**src/rtl/ram_pkg.sv**
```systemverilog
// rtl/ram_pkg.sv - shared funct3 codes, fault encoding and byte-enable helper for the data RAM
package ram_pkg;

    localparam logic [2:0] F3_B  = 3'b000;
    localparam logic [2:0] F3_H  = 3'b001;
    localparam logic [2:0] F3_W  = 3'b010;
    localparam logic [2:0] F3_BU = 3'b100;
    localparam logic [2:0] F3_HU = 3'b101;

    typedef enum logic [1:0] {
        FLT_OK       = 2'b00,
        FLT_MISALIGN = 2'b01,
        FLT_RANGE    = 2'b10,
        FLT_ILLEGAL  = 2'b11
    } fault_t;

    function automatic logic [3:0] byte_mask(input logic [2:0] f3, input logic [1:0] lane);
        case (f3)
            F3_B:    byte_mask = 4'b0001 << lane;
            F3_H:    byte_mask = 4'b0011 << {lane[1], 1'b0};
            F3_W:    byte_mask = 4'b1111;
            default: byte_mask = 4'b0000;
        endcase
    endfunction

endpackage

```
**src/rtl/load_align.sv**
```systemverilog
// rtl/load_align.sv - extracts and sign/zero-extends a byte, half or word from a 32-bit word
module load_align
    import ram_pkg::*;
(
    input  logic [31:0] word,
    input  logic [2:0]  funct3,
    input  logic [1:0]  lane,
    output logic [31:0] result
);

    logic [7:0]  byte_v;
    logic [15:0] half_v;

    assign byte_v = 8'(word >> {lane, 3'b000});
    assign half_v = 16'(word >> {lane[1], 4'b0000});

    always_comb begin
        result = '0;
        case (funct3)
            F3_B:    result = {{24{byte_v[7]}}, byte_v};
            F3_BU:   result = {24'h0, byte_v};
            F3_H:    result = {{16{half_v[15]}}, half_v};
            F3_HU:   result = {16'h0, half_v};
            F3_W:    result = word;
            default: result = '0;
        endcase
    end

endmodule

```
**src/rtl/data_ram_bytelane.sv**
```systemverilog
// rtl/data_ram_bytelane.sv - RV32 data memory with byte-lane stores and registered extended loads
module data_ram_bytelane
    import ram_pkg::*;
#(
    parameter int unsigned DEPTH_WORDS = 64,
    parameter logic [31:0] BASE_ADDR   = 32'h0000_0100,
    parameter int unsigned IDX_W       = $clog2(DEPTH_WORDS)
) (
    input  logic        clock,
    input  logic        reset,
    input  logic        ramR,
    input  logic        ramW,
    input  logic [2:0]  funct3,
    input  logic [31:0] addr,
    input  logic [31:0] dataW,
    output logic [31:0] dataR,
    output logic        rvalid,
    output logic [1:0]  fault
);

    // 33-bit limit so a base near the top of the address space cannot wrap
    localparam logic [32:0] LIMIT = 33'(BASE_ADDR) + 33'(DEPTH_WORDS) * 33'd4;

    logic [31:0]      mem [DEPTH_WORDS];
    logic [IDX_W-1:0] index;
    logic [1:0]       lane;
    logic             in_range, legal, misaligned;
    fault_t           fault_c;
    logic [3:0]       we_mask;
    logic [31:0]      wdata;

    logic [31:0] rd_word;
    logic [2:0]  rd_f3;
    logic [1:0]  rd_lane;
    logic        rd_ok;
    fault_t      fault_q;
    logic [31:0] aligned;

    assign index    = IDX_W'((addr - BASE_ADDR) >> 2);
    assign lane     = addr[1:0];
    assign in_range = ({1'b0, addr} >= {1'b0, BASE_ADDR}) && ({1'b0, addr} < LIMIT);

    always_comb begin
        legal = 1'b0;
        if (ramR)
            legal = (funct3 == F3_B) || (funct3 == F3_H) || (funct3 == F3_W) ||
                    (funct3 == F3_BU) || (funct3 == F3_HU);
        else if (ramW)
            legal = (funct3 == F3_B) || (funct3 == F3_H) || (funct3 == F3_W);
    end

    assign misaligned = ((funct3[1:0] == 2'b01) && addr[0]) ||
                        ((funct3[1:0] == 2'b10) && (addr[1:0] != 2'b00));

    always_comb begin
        fault_c = FLT_OK;
        if (ramR || ramW) begin
            if ((ramR && ramW) || !legal) fault_c = FLT_ILLEGAL;
            else if (!in_range)          fault_c = FLT_RANGE;
            else if (misaligned)         fault_c = FLT_MISALIGN;
        end
    end

    assign we_mask = (!reset && ramW && !ramR && fault_c == FLT_OK) ? byte_mask(funct3, lane) : 4'b0000;

    always_comb begin
        wdata = dataW;
        case (funct3)
            F3_B:    wdata = {4{dataW[7:0]}};
            F3_H:    wdata = {2{dataW[15:0]}};
            default: wdata = dataW;
        endcase
    end

    // Contents survive reset; only the enables are gated by it
    always_ff @(posedge clock) begin
        for (int b = 0; b < 4; b++)
            if (we_mask[b])
                mem[index][8*b +: 8] <= wdata[8*b +: 8];
    end

    always_ff @(posedge clock) begin
        if (reset) begin
            rd_word <= '0;
            rd_f3   <= F3_W;
            rd_lane <= 2'b00;
            rd_ok   <= 1'b0;
            rvalid  <= 1'b0;
            fault_q <= FLT_OK;
        end else begin
            rvalid  <= ramR && !ramW;
            fault_q <= fault_c;
            if (ramR && !ramW) begin
                rd_word <= mem[index];
                rd_f3   <= funct3;
                rd_lane <= lane;
                rd_ok   <= (fault_c == FLT_OK);
            end else if (ramR) begin
                rvalid  <= 1'b1;
                rd_ok   <= 1'b0;
            end
        end
    end

    load_align u_align (
        .word   (rd_word),
        .funct3 (rd_f3),
        .lane   (rd_lane),
        .result (aligned)
    );

    assign dataR = rd_ok ? aligned : 32'h0;
    assign fault = fault_q;

endmodule

```
**config.mk**
```make
export PLATFORM = sky130hd
export DESIGN_NAME = data_ram_bytelane
export DESIGN_NICKNAME = d
export VERILOG_FILES = /design/src/rtl/ram_pkg.sv /design/src/rtl/load_align.sv /design/src/rtl/data_ram_bytelane.sv
export SDC_FILE = /design/constraint.sdc
export NUM_CORES = 2
export LEC_CHECK = 0
export ABC_AREA = 1
export BUFFER_PORTS_ARGS = -buffer_cell sky130_fd_sc_hd__buf_2
export CORE_MARGIN = 3
export CORE_UTILIZATION = 50
export CTS_BUF_LIST = sky130_fd_sc_hd__clkbuf_4 sky130_fd_sc_hd__clkbuf_8
export CTS_CLUSTER_DIAMETER = 200
export DETAILED_ROUTE_END_ITERATION = 12
export MAX_ROUTING_LAYER = met4
export PLACE_DENSITY = 0.68
export SETUP_SLACK_MARGIN = 0.4
export SLEW_MARGIN = 20
export SYNTH_ARGS = -nofsm -noshare
export SYNTH_HDL_FRONTEND = slang
export SYNTH_SLANG_ARGS = --single-unit
export TNS_END_PERCENT = 100
```
**constraint.sdc**
```tcl
create_clock -name clock -period 4.2 [get_ports clock]
set_input_delay 0.42 -clock clock [delete_from_list [all_inputs] [get_ports clock]]
set_output_delay 0.42 -clock clock [all_outputs]
set_load 0.02 [all_outputs]
```
After elaboration in Yosys (flattened, before gate mapping)
Memories as Yosys holds them, arrays and structs flattened. A register that Yosys moved wholly into a read port is not among the register bits.
Cells that the tools add are included.
{ "word_totals": {"ff_bits": 9, "mem_bits_rw": 2048, "wordCells": 70, "n_memories": 1} }
{ "memory_table": {"columns": ["name", "depth", "word_bits", "read_ports", "rd_clocked_by_memory_dff", "wr", "line", "source"], "rows": [
  ["mem", 64, 32, 1, 1, 1, "data_ram_bytelane.sv:24", "logic [31:0] mem [DEPTH_WORDS];"]
]} }
{ "classes": {"n_addsub": 1, "order_cmp": 2, "n_eq_ne": 10, "n_shift": 4, "n_mux": 23, "reduce_logical": 24} }
{ "op_table": {"columns": ["op", "n"], "rows": [
  ["32-bit case mux with 5 select lines", 1],
  ["32-bit case mux with 2 select lines", 1],
  ["32-bit by 9-bit >= comparator with 1-bit output, second input constant", 1],
  ["32-bit by 10-bit less-than comparator with 1-bit output, second input constant", 1],
  ["32-bit 2-to-1 mux", 1],
  ["32-bit by 5-bit >> shifter with 16-bit output", 1],
  ["32-bit by 5-bit >> shifter with 8-bit output", 1],
  ["1-bit 2-to-1 mux", 15],
  ["3-bit equality test, second input constant", 4],
  ["4-bit case mux with 3 select lines", 1],
  ["1-bit logical AND", 8],
  ["8-bit by 1-bit subtractor with 8-bit output, second input constant", 1],
  ["1-bit logical OR", 7],
  ["3-bit by 1-bit equality test with 1-bit output, second input constant", 2],
  ["3-bit by 2-bit equality test with 1-bit output, second input constant", 2],
  ["3-bit logical NOT", 2],
  ["2-bit 2-to-1 mux", 3],
  ["1-bit logical NOT", 4],
  ["4-bit 2-to-1 mux", 1],
  ["2-bit nonzero test", 2],
  ["1-bit by 2-bit left shift with 4-bit output, first input constant", 1],
  ["2-bit by 2-bit left shift with 4-bit output, first input constant", 1],
  ["2-bit by 1-bit equality test with 1-bit output, second input constant", 1],
  ["2-bit equality test, second input constant", 1],
  ["2-bit logical NOT", 1]
]} }

Longest topological paths before layout
{ "logic_depth": {"word_depth": 15, "mapped_depth": 14, "mapped_depth_nobuf": 10} }

Hierarchy
From an unflattened synthesis, not the netlist that was laid out.
{ "hier_totals": {"cells_unflattened": 8930, "area_unflattened_um2": 91146.2} }
{ "modules_own_cells": {"columns": ["mod", "n_inst", "cells_each", "area_per_inst_um2", "seq_area_each_um2"], "rows": [
  ["data_ram_bytelane", 1, 8731, 90170.2, 62319.8],
  ["load_align", 1, 199, 975.9, 0.0]
]} }

Least setup slack after synthesis
OpenSTA, ideal clock, no wires.
{ "synth_timing": {"path_kind": "input -> register", "startpoint": "input port funct3[1]", "endpoint": "memory mem[0][13] (data pin)", "setup_ps": 702, "t_arrival_ps": 3694, "path_slack_ps": -196, "path_stages": 7, "cell_sequence": "inv_1 -> nand2_1 -> nor2_1 -> inv_1 -> nand2_1 -> clkbuf_1 -> o21ai_0"} }
{ "synth_between": {"elab_chain_cells": 2, "word_cells_on_any_way": 3} }
{ "synth_lines": {"columns": ["element", "line", "source"], "rows": [
  ["from (decl)", "data_ram_bytelane.sv:13", "input logic [2:0] funct3,"],
  ["3-bit by 1-bit equality test with 1-bit output / 3-bit logical NOT (equally long branches)", "data_ram_bytelane.sv:68", "case (funct3)"],
  ["32-bit case mux with 2 select lines *", "data_ram_bytelane.sv:68", null],
  ["net wdata[13]", "data_ram_bytelane.sv:30", "logic [31:0] wdata;"],
  ["to (decl)", "data_ram_bytelane.sv:24", null]
]} }
Mark *: on every way through the listed nets, which the timed path passes. The rest lies on a longest branch.

Worst setup path in the final report
{ "layout_timing": {"startpoint": "register rd_f3[0]", "endpoint": "output port dataR[18]"} }
{ "layout_between": {"elab_chain_cells": 3, "word_cells_on_any_way": 7} }
{ "layout_lines": {"columns": ["element", "line", "source"], "rows": [
  ["from (decl)", "data_ram_bytelane.sv:33", "logic [2:0] rd_f3;"],
  ["from (signal assigned)", "data_ram_bytelane.sv:95", "rd_f3 <= funct3;"],
  ["3-bit by 2-bit equality test with 1-bit output (tied with other cells)", "load_align.sv:19", "case (funct3)"],
  ["32-bit case mux with 5 select lines *", "load_align.sv:19", null],
  ["32-bit 2-to-1 mux *", "data_ram_bytelane.sv:112", "assign dataR = rd_ok ? aligned : 32'h0;"],
  ["to (decl)", "data_ram_bytelane.sv:16", "output logic [31:0] dataR,"]
]} }
Mark *: on every way between the ends. The rest lies on a longest branch, timed or not.

==> metrics.md <==
| Metric | Value |
|---|---|
| Initial standard-cell utilization of the core | `0.506` |
| Yosys cell types | `31` |
| Count of port buffers added during placement | `approximately 110` |
| Post-route non-filler standard cell count | `around 12k` |
| Avg Inst Size Synth | `~10 um2` |
| Synth async-reset ratio | `0` |
| Bufs and invs on worst path | `2` |
| Most frequent standard cell in the layout excluding fill and tap cells | `sky130_fd_sc_hd__nand2_1` |
| Die outline width | `between 400 and 500 um` |
| VDD IR max | `0.464 mV` |
| Category of the worst setup path capture point | `primary output` |
| Clock tree root buffer cell | `sky130_fd_sc_hd__clkbuf_8` |
| IO Count | `106` |
| Share of the clock period used by the worst path | `0.865` |
| Skew-Pair Late Insertion Delay | `1080 ps` |
| Antenna violations before repair | `17` |
| Largest stage delay, worst path | `440 ps` |
| Net total in the final layout | `roughly 9.2k` |
| Number of sinks on the clock net | `2,089` |
| Critical path data arrival time | `3210 ps` |
| Number of fillers in the final layout | `around 15k` |
| Post-Place Worst Slack | `656 ps` |
| Biggest area consumer among synthesized cells | `sky130_fd_sc_hd__edfxtp_1` |
| Cell at the slowest stage of the critical path | `sky130_fd_sc_hd__o21ai_4` |
| DP HPWL | `162,000 um` |
| Setup skew after layout | `94.6 ps` |
| Required time of the worst setup path | `3780 ps` |
| Std-Cell Core Area | `180,000 um2` |
| Number of vias per cell | `5.33` |
| Primary flip-flop cell chosen by synthesis mapping | `sky130_fd_sc_hd__edfxtp_1` |
| H-tree depth | `5` |
| Setup repair after global routing missed its margin | `false` |
| Avg WL per Cell | `22.5 um` |
| Largest net degree at the start of global routing | `around 180` |
| Top library cells by usage in the layout, fill and taps aside | `2,387 x sky130_fd_sc_hd__nand2_1, 2,048 x sky130_fd_sc_hd__edfxtp_1, 1,684 x sky130_fd_sc_hd__inv_1` |
| DIE AREA | `187,000 um2` |
| Final Slew Violations | `0` |
| Leakage component of the power | `roughly 43 nW` |
| Setup-failing EPs final | `0` |
| Utilization after layout | `0.563` |
| Top-area cell type share of the netlist area | `0.677` |
| Weighted congestion at the end of routability-driven global placement | `0.973` |
| Final Hold Vio Count | `0` |
| Type of the tightest min-delay check | `primary input to register` |
| Fraction of final layout cells sized beyond drive strength 1 | `0.105` |
| Cell total after placement | `11.1k` |
| Number of instances in the synthesized netlist | `8,818` |
| Area Overhead vs Synth | `11.3%` |
| Outcome | `complete, no violations` |
| Net Count, Synth | `approximately 8.9k` |
| Cells along the critical path | `inv_1 -> nor2_1 -> nand2_1 -> o21ai_4 -> a21oi_1 -> nor2_1 -> buf_2` |
| Total power per unit cell area | `~420 nW/um2` |
| Synth Warn # | `0` |
| Height of the die | `432 um` |
| Synthesis-stage register bit count | `2,089` |
| Launching point of the worst reg2reg path | `mem[32][3]` |
| Critical path start-end classification | `register to primary output` |
| Ranking of synthesized cells by area | `sky130_fd_sc_hd__edfxtp_1 68%, sky130_fd_sc_hd__nand2_1 9.9%, sky130_fd_sc_hd__inv_1 7.0%` |
| Power after layout | `0.0429 W` |
| Final critical delay including setup and external delays | `3630 ps` |
| Sum of routed wire length over all layers | `264,000 um` |
| Number of remaining DRC errors | `0` |
| Initial detailed-routing violation count | `7,711` |
| Aggregate negative setup slack | `0 ps` |
| Register area share after synthesis | `0.686` |
| Start point of the critical path | `rd_f3[0]` |
| Worst slew margin relative to its limit | `0.234` |
| Most numerous cell on the critical path | `sky130_fd_sc_hd__nor2_1` |
| Number of flops mapped to enable cells by yosys | `2,048` |
| Site row count | `155` |
| Clock slew at the register clock pins of the worst setup and hold paths | `60 ps` |
| Type of element launching the critical path | `register` |
| Residual overflow from global routing | `0` |
| Length of the first detailed-routing pass in iterations | `5` |
| Reported max-cap violation count | `0` |
| Synth Cell Area | `between 90,000 and 100,000 um2` |
| Cell family contributing the most delay on the critical path | `simple AND/OR/NAND/NOR gates` |
| Maximum clock frequency | `0.275 GHz` |
| Number of global-route vias before repair | `around 60k` |
| Worst setup margin | `between 500 and 600 ps` |
| Clock tree from TritonCTS | `done` |
| Worst Tran Pin Value | `approximately 1100 ps` |
| Source of the worst hold timing path | `addr[30]` |
| Critical-path maximum fanout | `11` |
| Global-route wire length before repair | `approximately 380,000 um` |
| Number of nets with antenna violations after routing | `0` |
| Maximum clock insertion buffer count | `4` |
| Aggregate global-route resource usage | `0.289` |
| Number of CTS-inserted buffers | `about 340` |
| Vias post-DR | `62.4k` |
-- final cells by class --
cell class / instances / area [um2] / share of cell area
multi-input cells: 4616 / 20200 / 0.200
flip-flops and latches: 2089 / 62300 / 0.616
diodes: 21 / 52.6 / 0.000520
repair buffers: 351 / 2830 / 0.0279
inverters: 1697 / 6380 / 0.0631
well taps: 2355 / 2950 / 0.0291
clock buffers: 475 / 5770 / 0.0570
clock inverters: 117 / 623 / 0.00616
-- sequential cells by signal (all words and copies together) (netlist names) --
signal	flops
fault	2
rd_ok	1
rvalid	1
mem	2048
rd_f3	3
rd_word	32
rd_lane	2
-- per-stage QoR --
| step | cell area, um2 | hold slack, ps |
|---|---|---|
| after floorplan | 90900 | 477 |
| after detailed placement | 94500 | 514 |
| after global placement | 94500 | 513 |
| after global routing | 101000 | 98.8 |
| after CTS | 101000 | 5.32 |
| final | 101000 | 71.5 |
-- report_power, final --
| group | leakage [nW] | internal [W] | total [W] | switching, W |
|---|---|---|---|---|
| registers | 18.6 | 0.0231 | 0.0232 | 0.0000462 |
| clock network | 3.40 | 0.00913 | 0.0170 | 0.00787 |
| logic | 20.9 | 0.000588 | 0.00273 | 0.00215 |
-- logic make-up after synthesis --
kind of cell    count (synthesis)  synth area share
buf+inv                      2113            0.0945
simple gates                 4042             0.182
mux                             5          0.000619
flops                        2089             0.686
compound gates                569            0.0372
-- cell usage after synthesis, drive strengths merged (5+ instances only) --
library cell     n
a21oi           51
a31oi            7
buf            285
clkbuf         131
dfxtp           41
edfxtp        2048
inv           1697
mux2             5
nand2         2400
nand3          776
nand4            6
nor2           744
nor3            10
o211ai         195
o21ai          303
o221ai           7
or2            106
-- worst register-to-register path: cells and delay by family (launching register included) --
| family | cells | cell delay [ps] |
|---|---|---|
| DFF | 1 | 370 |
| buffers and inverters | 2 | 110 |
| and+or+nand+nor | 7 | 930 |
| AOI/OAI and AO/OA | 1 | 630 |
-- repair_timing --
item,in CTS,in global routing
endpoints found under the hold margin,50,0
gates resized for setup,2,1
buffers inserted,0,2
pin swaps,0,1
setup endpoints to repair,14,15
hold buffers,17,0
-- path summary, 6_finish.rpt --
kind	endpoint	cells after the start	slack, ps
hold / removal	fault[0]	8	70
hold reg to reg	rd_f3[0]	2	520
setup reg to reg	rd_word[3]	10	2040
setup / recovery	dataR[18]	7	570
-- routing by layer --
metal | track usage | vias up | share of wire
met3 | 0.0710 | 673 | 0.10
met2 | 0.432 | 3208 | 0.45
li1 | - | 28900 | -
met5 | - | - | 0
met1 | 0.366 | 29600 | 0.39
met4 | 0.151 | 0 | 0.057
(Power assumes the default switching activity.)
